`config.mk`:
```
export PLATFORM = sky130hd
export DESIGN_NAME = sync_jk_down_counter
export DESIGN_NICKNAME = d
export VERILOG_FILES = /design/src/rtl/sync_jk_down_counter.sv
export SDC_FILE = /design/constraint.sdc
export NUM_CORES = 1
export LEC_CHECK = 0
export CELL_PAD_IN_SITES_DETAIL_PLACEMENT = 1
export CELL_PAD_IN_SITES_GLOBAL_PLACEMENT = 2
export CORE_ASPECT_RATIO = 0.9
export CORE_MARGIN = 2
export CORE_UTILIZATION = 16
export CTS_CLUSTER_SIZE = 28
export DETAILED_ROUTE_END_ITERATION = 6
export MAX_ROUTING_LAYER = met4
export PLACE_DENSITY = 0.74
export SLEW_MARGIN = 0
export SYNTH_ARGS = -nofsm -noshare
export SYNTH_HDL_FRONTEND = slang
export SYNTH_SLANG_ARGS = --single-unit
```
`constraint.sdc`:
```
create_clock -name clk -period 2.2 [get_ports clk]
set_clock_uncertainty 0.2 [all_clocks]
set_input_delay 0.55 -clock clk [delete_from_list [all_inputs] [get_ports clk]]
set_output_delay 0.55 -clock clk [all_outputs]
set_load 0.1 [all_outputs]
```
`src/rtl/sync_jk_down_counter.sv`:
```
// ---------------------------------------------------------------------------
// sync_jk_down_counter
//
// Presettable synchronous down counter. Every bit is a JK flip-flop in
// toggle mode (J = K = toggle_i), built the same way as the existing up
// counter. The toggle terms come from an explicit ripple of "all lower bits
// are zero" terms, so no adder is inferred.
//
// Ports
//   clk          in   rising-edge clock
//   reset        in   asynchronous active-high reset
//   load         in   synchronous parallel load strobe (beats en)
//   load_val     in   WIDTH  value captured on a load edge
//   en           in   count-down enable / cascade input from lower borrow
//   hold_at_zero in   1 = stop at zero instead of wrapping
//   count        out  WIDTH  current count (JK q)
//   count_n      out  WIDTH  complement of count (JK qbar)
//   zero         out  count == 0
//   borrow       out  underflow strobe, high in the cycle before 0 -> wrap
//
// Optional feature macro: AUTO_RELOAD_EN
//   Defined  : a preset register captures load_val on every load. On
//              underflow the counter reloads from it instead of wrapping.
//   Undefined: underflow wraps 0 -> 2^WIDTH-1.
// ---------------------------------------------------------------------------
module sync_jk_down_counter #(
  parameter int unsigned WIDTH = 4
) (
  input  logic             clk,
  input  logic             reset,
  input  logic             load,
  input  logic [WIDTH-1:0] load_val,
  input  logic             en,
  input  logic             hold_at_zero,
  output logic [WIDTH-1:0] count,
  output logic [WIDTH-1:0] count_n,
  output logic             zero,
  output logic             borrow
);

  logic [WIDTH-1:0] count_q;
  logic [WIDTH-1:0] count_d;
  logic [WIDTH-1:0] toggle;
  logic [WIDTH-1:0] jk_next;
  logic             en_eff;

  assign zero    = ~|count_q;
  assign count   = count_q;
  assign count_n = ~count_q;

  // Reset is included so that borrow stays low while reset is asserted,
  // even though count is zero and en may be high.
  assign borrow  = en & ~load & zero & ~hold_at_zero & ~reset;

  // Holding at zero simply removes the enable from the toggle chain.
  assign en_eff  = en & ~(hold_at_zero & zero);

  // A bit toggles when enabled and every lower bit is zero (down-count carry).
  always_comb begin
    toggle    = '0;
    toggle[0] = en_eff;
    for (int unsigned i = 1; i < WIDTH; i++) begin
      toggle[i] = toggle[i-1] & ~count_q[i-1];
    end
  end

  // JK characteristic equation with J = K = toggle: q+ = J&~q | ~K&q.
  always_comb begin
    jk_next = '0;
    for (int unsigned i = 0; i < WIDTH; i++) begin
      jk_next[i] = (toggle[i] & ~count_q[i]) | (~toggle[i] & count_q[i]);
    end
  end

`ifdef AUTO_RELOAD_EN
  logic [WIDTH-1:0] preset_q;

  always_ff @(posedge clk or posedge reset) begin
    if (reset) begin
      preset_q <= '1;
    end else if (load) begin
      preset_q <= load_val;
    end
  end

  always_comb begin
    count_d = jk_next;
    if (load) begin
      count_d = load_val;
    end else if (borrow) begin
      count_d = preset_q;
    end
  end
`else
  always_comb begin
    count_d = jk_next;
    if (load) begin
      count_d = load_val;
    end
  end
`endif

  always_ff @(posedge clk or posedge reset) begin
    if (reset) begin
      count_q <= '0;
    end else begin
      count_q <= count_d;
    end
  end

endmodule

```
==> flow_summary.rst <==
.. list-table::
   :header-rows: 1

   * - Metric
     - Value
   * - Run status
     - completed
   * - Largest fanout of any net on the critical path
     - 3
   * - Met2 wire length
     - 340 µm
   * - Remaining global-route overflow
     - 0
   * - Total half-perimeter wirelength after legalization and detailed placement
     - 558.1 µm
   * - Clk root buf
     - sky130_fd_sc_hd__clkbuf_4
   * - Post-route cell area
     - 619.3 µm²
   * - Top routing layer used
     - met3
   * - CTS hold repair buffers
     - 0
   * - Period minus WS final
     - 2.158 ns
   * - Clock transition time at the flip-flop clock pins of the worst setup and hold paths
     - 0.04 ns
   * - Number of flip-flops in the largest register
     - 4
   * - P_sw
     - 0.3111 mW
   * - Instance area at placement
     - 586.8 µm²
   * - Mapped Cells
     - 26
   * - Area added between synthesis and finish
     - 141.5%
   * - Length in cells of the worst reg-to-reg path
     - 8
   * - Die width
     - 46.21 µm
   * - Sequential share of power
     - 18.6%
   * - Combinational share of power
     - 66.5%
   * - Remaining max-slew budget at the tightest pin
     - 83.99%
   * - Number of warnings reported in the yosys synthesis log
     - 0
   * - RD Place Congestion
     - 0.6319
   * - Clk sinks
     - 4
   * - Average cell area after synthesis
     - 9.865 µm²
   * - Worst-path cell chain
     - nor4_4 > and4b_4 > buf_12
   * - DR DRC count
     - 0
   * - Post-synthesis sequential area ratio
     - 39.02%
   * - Internal power contribution
     - 0.2987 mW
   * - Vias in the first global route
     - 287
   * - Total Routing Usage GR
     - 8.964%
   * - Global-route wire length before repair
     - 1138 µm
   * - Slew at the pin with the worst max-slew slack
     - 0.2379 ns
   * - VDD IR max
     - 249.4 µV
   * - TritonCTS clock tree
     - built
   * - Met3 wire length
     - 58 µm
   * - Cell row count
     - 13
   * - Clock buffer count from CTS
     - 3
   * - Worst path slowest cell
     - sky130_fd_sc_hd__dfrtp_2
   * - Crit-path max cell delay
     - 0.44 ns
   * - Aggregate routed wire length
     - 636 µm
   * - N_diodes
     - 0
   * - Number of cells on the critical path
     - 3
   * - Required time at the worst-slack endpoint
     - 1.45 ns
   * - Count of endpoints failing hold in the final timing report
     - 0
   * - Maximum number of pins on one net before global-route repair
     - 7
   * - Die H
     - 41.99 µm
   * - Switching Fraction
     - 51.02%
   * - Highest achievable clock rate
     - 463.4 MHz
   * - Clock latency reported for the late side of the worst-skew pair
     - 0.24 ns
   * - Maximum number of buffers from clock root to sink
     - 2
   * - H-Tree Level Count
     - 1
   * - Antenna-violating nets left
     - 0
   * - Total routed wire length on the met1 layer
     - 237 µm
   * - Nets in the synthesized netlist
     - 38
   * - Initial antenna violation count
     - 0
   * - Path type of the worst min-delay path
     - in2async
   * - Final-layout fill cell count
     - 161
   * - Setup TNS
     - 0 ns
   * - Total of max-cap violations
     - 0
   * - Final period utilization
     - 98.09%
   * - Vias post-DR
     - 255
   * - Number of nets at the end of the flow
     - 64
   * - Pwr per Cell Area
     - 984.6 mW/mm²
   * - Slew Limit Fails
     - 0
   * - Post-DR wirelength/cell
     - 8.833 µm
   * - Setup-violating endpoint count in the final report
     - 0
   * - Unrepaired setup endpoints after global routing
     - no
   * - Die Area
     - 0.001940 mm²
   * - Kind of end point of the critical path
     - output port
   * - Worst EP arrival
     - 1.41 ns
   * - Detailed router's first-iteration violation count
     - 0
   * - TritonRoute pass-1 iters
     - 1
   * - Count of state elements after synthesis
     - 4
   * - Least setup slack across all paths after layout
     - 0.04205 ns
   * - Type of the setup path with the least slack
     - reg2out
   * - Number of buffer and inverter instances along the worst setup path
     - 1
   * - Kind of start point of the critical path
     - register
   * - Overall Power
     - 0.6098 mW
   * - Count of buffers from port buffering
     - 18
   * - Category of cells accounting for the largest share of critical-path delay
     - simple AND/OR/NAND/NOR gates
   * - Fraction of power consumed by the clock network
     - 14.8%
   * - Effective utilization at floorplan
     - 17.33%
   * - Synth cell types
     - 12
   * - Share of cells above drive strength 1
     - 46.00%
   * - Area of the core region
     - 0.001480 mm²
   * - Via count normalized by instance count
     - 3.542
   * - Summed instance area of the synthesized netlist
     - 256.5 µm²
   * - I/O pins
     - 19
   * - Static Leakage
     - 0.2970 nW
   * - Post-place setup slack
     - -0.06128 ns
[worst paths after layout]
path,startpoint,end,slack [ns]
worst max-delay path,count[2],borrow,0.04
worst min-delay path,reset,count[3],0.15
worst max register to register,count[2],count[3],0.12
worst min register to register,count[3],count[3],0.53
max in group asynchronous,reset,count[1],1.47
min in group clk,count[3],count[3],0.53
[layer usage]
metal | GRT usage [%] | up-vias
li1 | - | 131
met3 | 6.466 | 0
met2 | 13.89 | 12
met4 | 3.429 | 0
met1 | 8.377 | 112
met5 | - | -
[layout by cell type (no fill, tap or decap)]
master,instances
sky130_fd_sc_hd__ha_1,3
sky130_fd_sc_hd__dfrtp_4,1
sky130_fd_sc_hd__a21boi_0,1
sky130_fd_sc_hd__and4b_4,1
sky130_fd_sc_hd__dlygate4sd2_1,4
sky130_fd_sc_hd__o21ai_0,2
sky130_fd_sc_hd__nor2_1,1
sky130_fd_sc_hd__xnor2_1,1
sky130_fd_sc_hd__nor4_4,1
sky130_fd_sc_hd__clkdlybuf4s50_1,4
sky130_fd_sc_hd__mux2i_1,2
sky130_fd_sc_hd__dfrtp_2,3
sky130_fd_sc_hd__nand2_1,2
sky130_fd_sc_hd__buf_4,4
sky130_fd_sc_hd__inv_1,7
sky130_fd_sc_hd__buf_12,10
sky130_fd_sc_hd__clkbuf_4,3
[cell usage after synthesis]
cell / n / area (µm²)
sky130_fd_sc_hd__inv_1: 7 / 26.28
sky130_fd_sc_hd__nor4_4: 1 / 21.27
sky130_fd_sc_hd__a21boi_0: 1 / 7.510
sky130_fd_sc_hd__nand2_1: 2 / 7.510
sky130_fd_sc_hd__and4b_1: 1 / 10.01
sky130_fd_sc_hd__ha_1: 3 / 37.54
sky130_fd_sc_hd__dfrtp_1: 4 / 100.1
sky130_fd_sc_hd__xnor2_1: 1 / 8.760
sky130_fd_sc_hd__clkbuf_1: 1 / 3.750
sky130_fd_sc_hd__nor2_1: 1 / 3.750
sky130_fd_sc_hd__o21ai_0: 2 / 10.01
sky130_fd_sc_hd__mux2i_1: 2 / 20.02
[metrics by stage]
step | util (%) | hold WS (ns) | instances
after floorplan | - | 0.1159 | 26
after global placement | 39.65 | 0.4610 | 67
after detailed placement | 39.65 | 0.4685 | 67
after CTS | 41.84 | 0.1470 | 72
after global routing | 41.84 | 0.1729 | 72
final | 41.84 | 0.1474 | 72
[power by group through the flow]
stage	combinational (mW)	clock [mW]	sequential, mW
after floorplan	0.151	0	0.204
after global placement	0.399	0	0.118
after detailed placement	0.401	0	0.118
after CTS	0.410	0.0954	0.114
after global routing	0.423	0.0972	0.117
final	0.406	0.0904	0.114
[cells by family after synthesis]
kind of cell	share of synthesized area (%)
compound gates	6.831
xor+xnor	3.415
fa+ha+maj	14.64
buf+inv	11.71
flops	39.03
mux	7.805
simple gates	16.59
[cell type report]
class                           instances  area, µm²  share of cell area [%]
Sequential cell                         4      107.6                   17.37
Tap cell                               22      27.53                   4.444
Multi-Input combinational cell         14      130.1                   21.01
Inverter                                7      26.28                   4.242
Timing Repair Buffer                   22      305.3                   49.29
Clock buffer                            3      22.52                   3.636
[timing repair]
| item | in CTS | in global routing |
|---|---|---|
| setup endpoints to repair | 1 | 0 |
| setup buffers | 2 | 0 |
| gates resized for setup | 4 | 0 |
(Power assumes the default switching activity.)
